File: src/rtl/serial_chunk_adder_if.sv
// Operand/result bundle for serial_chunk_adder; master drives the request, slave returns the result.
// The overflow signal exists only when SERIAL_CHUNK_ADDER_OVF_EN is defined.
interface serial_chunk_adder_if #(
   parameter int WIDTH = 8
);
   logic             start;
   logic             sub;
   logic [WIDTH-1:0] a;
   logic [WIDTH-1:0] b;
   logic             cin;
   logic             busy;
   logic             done;
   logic [WIDTH-1:0] sum;
   logic             carry_out;
`ifdef SERIAL_CHUNK_ADDER_OVF_EN
   logic             overflow;

   modport master (output start, sub, a, b, cin,
                   input  busy, done, sum, carry_out, overflow);
   modport slave  (input  start, sub, a, b, cin,
                   output busy, done, sum, carry_out, overflow);
`else
   modport master (output start, sub, a, b, cin,
                   input  busy, done, sum, carry_out);
   modport slave  (input  start, sub, a, b, cin,
                   output busy, done, sum, carry_out);
`endif
endinterface

File: src/rtl/serial_chunk_adder.sv
// Multi-cycle adder/subtractor: CHUNK-bit ripple slice per clock with a registered carry.
// Optional signed-overflow output enabled by defining SERIAL_CHUNK_ADDER_OVF_EN.
//
// state | meaning
// IDLE  | waiting for start; sum/carry_out hold the last result
// RUN   | one chunk added per clock, N = WIDTH/CHUNK clocks
// DONE  | one-cycle done pulse; start ignored
module serial_chunk_adder #(
   parameter int WIDTH = 8,
   parameter int CHUNK = 1
) (
   input logic                clk,
   input logic                rst,
   serial_chunk_adder_if.slave bus
);
   localparam int N     = WIDTH / CHUNK;
   localparam int CNT_W = (N > 1) ? $clog2(N) : 1;

   generate
      if (WIDTH < 1 || CHUNK < 1 || CHUNK > WIDTH || (WIDTH % CHUNK) != 0) begin : g_param_check
         $error("serial_chunk_adder: illegal WIDTH/CHUNK combination");
      end
   endgenerate

   typedef enum logic [1:0] {IDLE, RUN, DONE} state_t;

   state_t state, state_nxt;

   logic [WIDTH-1:0] a_sh, b_sh, r_sh, r_nxt, s_ext;
   logic [CHUNK:0]   slice;
   logic             carry;
   logic [CNT_W-1:0] cnt;
   logic             last;
   logic [WIDTH-1:0] sum_q;
   logic             cout_q;

   always_ff @(posedge clk) begin
      if (rst) state <= IDLE;
      else     state <= state_nxt;
   end

   always_comb begin
      state_nxt = state;
      bus.busy  = 1'b0;
      bus.done  = 1'b0;
      case (state)
         IDLE: if (bus.start) state_nxt = RUN;
         RUN: begin
            bus.busy = 1'b1;
            if (last) state_nxt = DONE;
         end
         DONE: begin
            bus.done  = 1'b1;
            state_nxt = IDLE;
         end
         default: state_nxt = IDLE;
      endcase
   end

   always_comb begin
      slice = {1'b0, a_sh[CHUNK-1:0]} + {1'b0, b_sh[CHUNK-1:0]} + (CHUNK+1)'(carry);
      s_ext = WIDTH'(slice[CHUNK-1:0]);
      // new chunk enters at the MSB end so the result is aligned after N shifts
      r_nxt = (r_sh >> CHUNK) | (s_ext << (WIDTH - CHUNK));
      last  = (cnt == CNT_W'(N - 1));
   end

`ifdef SERIAL_CHUNK_ADDER_OVF_EN
   logic c_msb_in;
   logic ovf_q;

   // carry into the top bit of the slice, recovered from its sum and operand bits
   assign c_msb_in     = slice[CHUNK-1] ^ a_sh[CHUNK-1] ^ b_sh[CHUNK-1];
   assign bus.overflow = ovf_q;

   always_ff @(posedge clk) begin
      if (rst)                        ovf_q <= 1'b0;
      else if (state == RUN && last)  ovf_q <= c_msb_in ^ slice[CHUNK];
   end
`endif

   always_ff @(posedge clk) begin
      if (rst) begin
         a_sh   <= '0;
         b_sh   <= '0;
         r_sh   <= '0;
         carry  <= 1'b0;
         cnt    <= '0;
         sum_q  <= '0;
         cout_q <= 1'b0;
      end else begin
         case (state)
            IDLE: begin
               if (bus.start) begin
                  a_sh  <= bus.a;
                  b_sh  <= bus.sub ? ~bus.b : bus.b;
                  carry <= bus.sub ? 1'b1 : bus.cin;
                  r_sh  <= '0;
                  cnt   <= '0;
               end
            end
            RUN: begin
               a_sh  <= a_sh >> CHUNK;
               b_sh  <= b_sh >> CHUNK;
               r_sh  <= r_nxt;
               carry <= slice[CHUNK];
               cnt   <= cnt + CNT_W'(1);
               if (last) begin
                  sum_q  <= r_nxt;
                  cout_q <= slice[CHUNK];
               end
            end
            default: ;
         endcase
      end
   end

   assign bus.sum       = sum_q;
   assign bus.carry_out = cout_q;
endmodule

File: src/flat_wrapper.sv
// flat-port wrapper written by rule: the top's interface ports become plain ports
module serial_chunk_adder_flat 
#(
   parameter int WIDTH = 8,
   parameter int CHUNK = 1
)
  (clk, rst, bus_start, bus_sub, bus_a, bus_b, bus_cin, bus_busy, bus_done, bus_sum, bus_carry_out);
  serial_chunk_adder_if #(.WIDTH(WIDTH)) bus_i ();
  input logic clk;
  input logic rst;
  input wire logic [$bits(bus_i.start)-1:0] bus_start;
  input wire logic [$bits(bus_i.sub)-1:0] bus_sub;
  input wire logic [$bits(bus_i.a)-1:0] bus_a;
  input wire logic [$bits(bus_i.b)-1:0] bus_b;
  input wire logic [$bits(bus_i.cin)-1:0] bus_cin;
  output wire logic [$bits(bus_i.busy)-1:0] bus_busy;
  output wire logic [$bits(bus_i.done)-1:0] bus_done;
  output wire logic [$bits(bus_i.sum)-1:0] bus_sum;
  output wire logic [$bits(bus_i.carry_out)-1:0] bus_carry_out;
  assign bus_i.start = bus_start;
  assign bus_i.sub = bus_sub;
  assign bus_i.a = bus_a;
  assign bus_i.b = bus_b;
  assign bus_i.cin = bus_cin;
  assign bus_busy = bus_i.busy;
  assign bus_done = bus_i.done;
  assign bus_sum = bus_i.sum;
  assign bus_carry_out = bus_i.carry_out;
  serial_chunk_adder #(.WIDTH(WIDTH), .CHUNK(CHUNK)) u_core (.clk(clk), .rst(rst), .bus(bus_i));
endmodule
File: config.mk
export PLATFORM = sky130hd
export DESIGN_NAME = serial_chunk_adder_flat
export DESIGN_NICKNAME = d
export VERILOG_FILES = /design/src/rtl/serial_chunk_adder_if.sv /design/src/rtl/serial_chunk_adder.sv /design/src/flat_wrapper.sv
export SDC_FILE = /design/constraint.sdc
export NUM_CORES = 1
export LEC_CHECK = 0
export ABC_AREA = 1
export CORE_ASPECT_RATIO = 1.75
export CORE_MARGIN = 5
export CORE_UTILIZATION = 40
export DETAILED_ROUTE_END_ITERATION = 16
export PLACE_DENSITY_LB_ADDON = 0.25
export REMOVE_ABC_BUFFERS = 1
export SYNTH_ARGS = -nofsm -noshare
export SYNTH_HDL_FRONTEND = slang
export SYNTH_SLANG_ARGS = --single-unit
File: constraint.sdc
create_clock -name clk -period 1.45 [get_ports clk]
set_input_delay 0.145 -clock clk [delete_from_list [all_inputs] [get_ports clk]]
set_output_delay 0.145 -clock clk [all_outputs]
set_load 0.005 [all_outputs]
## Word-level counts from Yosys, hierarchy flattened

Cells that the tools add are included.
W data, S select, Z words.

- Flip-flop bits (word level): 39
- Bits in latches: 0
- RAM bits: 0
- Bits in read-only memories: 0
- Bits of input ports: 21
- Word-level logic and storage cells: 40
- Memories: 0

- Add/sub/neg operators: 3
- Multipliers: 0
- Divide/modulo/power cells: 0
- $lt $le $gt $ge: 0
- Equality and inequality tests: 5
- Shifts and indexed selects: 0
- Multiplexer cells: 17
- Bitwise operators: 2
- Reductions and logical operators: 5

Operator list:

| cell | number |
|---|---|
| $pmux W8 S2 | 3 |
| $mux W8 | 4 |
| $not A8 Y8 | 1 |
| $or A7 B8 Y8 | 1 |
| $pmux W3 S2 | 1 |
| $reduce_and A2 Y1 | 3 |
| $mux W1 | 4 |
| $mux W2 | 2 |
| $pmux W2 S2 | 1 |
| $add A3 B1 Y3 const B | 1 |
| $eq A3 B3 Y1 const B | 1 |
| $mux W3 | 1 |
| $add A1 B1 Y2 | 1 |
| $add A2 B1 Y2 | 1 |
| $eq A2 B1 Y1 const B | 1 |
| $eq A2 B2 Y1 const B | 1 |
| $logic_not A2 Y1 | 1 |
| $ne A2 B1 Y1 const B | 1 |
| $ne A2 B2 Y1 const B | 1 |
| $pmux W1 S2 | 1 |
| $reduce_bool A2 Y1 | 1 |

## Logic depth before layout (Yosys ltp)

- Word-level depth: 4
- Mapped depth: 8
- Depth with buffers taken out: 8

## Worst setup path after synthesis

Ideal clock, no wire load.

- Kind: register to register
- From: register u_core.cnt[0]
- To: register u_core.sum_q[7] (netlist: u_core.bus.sum[7])
- Arrival time: 1.010 ns
- Path slack: 0.328 ns
- Stages on the path, launching flop included: 9
- Path buffers: 0
- Period minus slack after synthesis: 1.122 ns
- Cells stage by stage: dfxtp_1 -> ha_1 -> ha_1 -> inv_1 -> nor2_4 -> nand2_1 -> inv_2 -> nand2_1 -> nand2_1

- Cells in the longest elaborated chain, start to end: 2

RTL lines:

| item | line | RTL |
|---|---|---|
| from (decl) | serial_chunk_adder.sv:32 | `logic [CNT_W-1:0] cnt;` |
| from (signal assigned) | serial_chunk_adder.sv:107 | `cnt <= cnt + CNT_W'(1);` |
| $eq A3 B3 Y1 | serial_chunk_adder.sv:65 | `last = (cnt == CNT_W'(N - 1));` |
| $reduce_and A2 Y1 (no source line) | -- |  |
| to (signal assigned) | serial_chunk_adder.sv:109 | `sum_q <= r_nxt;` |
| to (decl) | serial_chunk_adder.sv:34 | `logic [WIDTH-1:0] sum_q;` |

Every way passes these cells.
A chain may end at the register's enable or synchronous reset.

## Worst setup path in the final report

- From: register u_core.sum_q[0] (netlist: u_core.bus.sum[0])
- To: output bus_sum[0]

RTL lines:

| item | line | RTL |
|---|---|---|
| to (decl) | flat_wrapper.sv:18 | `output wire logic [$bits(bus_i.sum)-1:0] bus_sum;` |

No word-level cell between the ends.

==> flow_summary.toml <==
[outcome]
status = "finished clean"

[synthesis]
synth_compound_area_share_pct = 4.21
synthMuxAreaShare_pct = 0
synth_area_mm2 = 0.00178
synth.avg_cell_area_um2 = 6.83
synth_xor_area_share_pct = 0.492
synth.distinct_cells = 20
synth_edf_count = 0
synth_area_leader_cell = "dfxtp_1"
synth_top_area_share_pct = 42.7
synth_top_family_by_area = "simple AND/OR/NAND/NOR gates"
synthSimpleGateAreaFrac_pct = 39.5
synthTopCellsByArea = "dfxtp_1 43%, nand2_1 18%, nand3_1 11%"
synthAdderAreaFrac_pct = 2.53
yosysWarningCount = 0
ys_seq_area_share_pct = 42.7
ys_ff_latch = 38
synthFlopType = "dfxtp_1"
yosysMostFrequentCell = "nand2_1"
async_reset_ff_share_pct = 0
syn_inst = 261
synthTopCellsByCount = "84 x nand2_1, 39 x nor2_1, 38 x dfxtp_1, 38 x nand3_1, 21 x inv_1"

[global_routing]
grt_start_max_net_pins = 27
track_usage_pct = 13.9
grt_first_pass_wirelength_mm = 6.41
gr-total-overflow = 0
antenna_found_initial = 0
grt_pass1_vias = 1483

[worst_hold_path]
hold_end = "u_core.a_sh[7]"
hold_start = "bus_a[7]"
holdPathStages = 3
hp-class = "in -> reg"

[pwr]
p_sw_mw = 0.564
intPower_mw = 1.73
vdd_drop_max_mv = 0.796
power.share.clock_pct = 38.4
swShare_pct = 24.6
pwr_density_cell_mw_per_mm2 = 1010
seq_power_share_pct = 48.5
p_comb_share_pct = 13.1
power_leakage_nw = 1.07

[place]
gp_congestion = 0.729
place_hpwl_mm = 2.71
placement.io_buffers = 31

[worst_setup_path]
cpPeakStageDelay_ns = 0.50
cp-end-kind = "primary output"
required_ns = 1.31
slowest_stage = "clkdlybuf4s50_1"
crit_fanout = 2
critPathBufInv = 1
cp_cell_sequence = "clkdlybuf4s50_1"
cp.arrival_ns = 1.13
rr_endpoint = "u_core.bus.carry_out"
reg2reg_depth = 8
worst_setup_path_start_kind = "register"
worstSetupPathType = "reg -> out"
r2r_start = "u_core.cnt[0]"
critical-path-top-delay-family = "buffers and inverters"
r2r_slack_ns = 0.17

[timing]
period_share_pct = 88.1
setup_tns_ns = 0
max_freq_ghz = 0.783
fin_crit_ns = 1.28
rsz0062_at_grt = "no"
finalHoldViolCount = 0
maxSlewHeadroom_pct = 71.7
tightest_slew_ns = 0.424
drv_slew = 0
clock_skew_ns = 0.00594
setup_violations = 0
hold-worst-slack_ns = 0.407

[clock_network]
clk_path_buf_depth = 2
root_buffer = "clkbuf_8"
clk_pin_slew_ns = 0.08
clock_sinks = 38
numCtsBuffers = 5
cts_hold_buf = 0
cts_tree = "yes"
htreeDepth = 2
insertion_delay_ns = 0.29

[floorplan]
coreArea_mm2 = 0.00436
dieHeight_um = 98.3
die_x_um = 60.5
ios = 32
num_rows = 32
dieArea_mm2 = 0.00594
start_util_pct = 40.8

[drt]
drc = 0
first_iter_violations = 33
route.detailed.wl_per_inst_um = 10.6
first_pass_iters = 4
vias_per_cell = 4.65
drt_wl_total_mm = 3.71
antenna_left = 0
via_count = 1626

[layout]
n_antenna_cell = 0
drive_gt1_share_pct = 10.4
area_growth_syn_to_layout_pct = 26.6
final_nets = 322
fillers = 444

[run]
cap_violations = 0
## worst max path at each step
stage / slack (ns) / endpoint / start / cells past startpoint
after CTS: 0.15 / u_core.bus.carry_out / u_core.cnt[0] / 8
after floorplan: 0.32 / u_core.bus.sum[7] / u_core.cnt[0] / 8
final: 0.17 / bus_sum[0] / u_core.bus.sum[0] / 1
after global routing: 0.03 / u_core.bus.carry_out / u_core.cnt[0] / 8
after detailed placement: 0.06 / u_core.a_sh[6] / bus_start / 6
after global placement: 0.08 / u_core.a_sh[0] / bus_start / 6
## area by class of cell
type                            instances  area (µm²)  area share (%)
Multi-Input combinational cell        186         833            36.9
Sequential cell                        38         763            33.8
Timing Repair Buffer                   42         390            17.3
Inverter                               25        96.3            4.27
Clock buffer                            5        68.8            3.05
Tap cell                               51        63.8            2.83
Clock inverter                          3        40.0            1.77
## metal layers
| layer | vias up | global-route usage, % | routed length (µm) |
|---|---|---|---|
| met4 | 0 | 7.01 | 104 |
| met5 | - | 0 | 0 |
| li1 | 883 | - | - |
| met2 | 37 | 24.8 | 1930 |
| met1 | 696 | 14.2 | 1500 |
| met3 | 10 | 3.31 | 184 |
## power groups by stage
stage          Clock, mW  Sequential (mW)  Combinational, mW
3_3_place_gp           0             1.13              0.297
2_1_floorplan          0             1.13              0.162
5_1_grt            0.939             1.12              0.344
6_report           0.879             1.11              0.300
3_5_place_dp           0             1.13              0.300
4_1_cts            0.903             1.11              0.303
## cells by family (layout without fill, tap and decap cells)
kind of cell / after synthesis / count (layout)
AOI/OAI and AO/OA: 15 / 15
xor gates and xnor gates: 1 / 1
adders and majority gates: 3 / 3
buffers and inverters: 37 / 75
DFF: 38 / 38
and+or+nand+nor: 167 / 167
## metrics by stage
stage | std cells | power [mW] | worst slack, ns | util, % | area (µm²)
finish | 350 | 2.29 | 0.172 | 51.7 | 2260
global route | 350 | 2.40 | 0.0316 | 51.7 | 2260
CTS | 350 | 2.32 | 0.146 | 51.7 | 2260
detailed placement | 340 | 1.43 | 0.0614 | 48.9 | 2130
global placement | 340 | 1.43 | 0.0752 | 48.9 | 2130
floorplan | 249 | 1.29 | 0.318 | - | 1690
## flip-flops by register name, summed over array words and instances, names as in the netlist
| name | flops |
|---|---|
| u_core.b_sh | 8 |
| u_core.bus.carry_out | 1 |
| u_core.bus.sum | 8 |
| u_core.state | 2 |
| u_core.cnt | 3 |
| u_core.carry | 1 |
| u_core.a_sh | 8 |
| u_core.r_sh | 7 |
## repair_timing
item,CTS,global route
setup buffers,2,0
gates resized for setup,4,0
setup endpoints to repair,2,0
## cells in the final DEF (no fill, tap or decap)
cell / n
a21oi_1: 13
buf_4: 11
bufinv_16: 1
clkbuf_8: 5
clkdlybuf4s50_1: 29
clkinv_2: 2
dfxtp_1: 36
dfxtp_2: 2
dlygate4sd2_1: 2
fa_1: 1
ha_1: 2
inv_1: 21
inv_2: 3
inv_4: 1
nand2_1: 84
nand2_2: 1
nand2_4: 2
nand3_1: 38
nor2_1: 39
nor2_2: 2
nor2_4: 1
o21ai_0: 2
xor2_1: 1
Power figures use the tool's default switching activity.
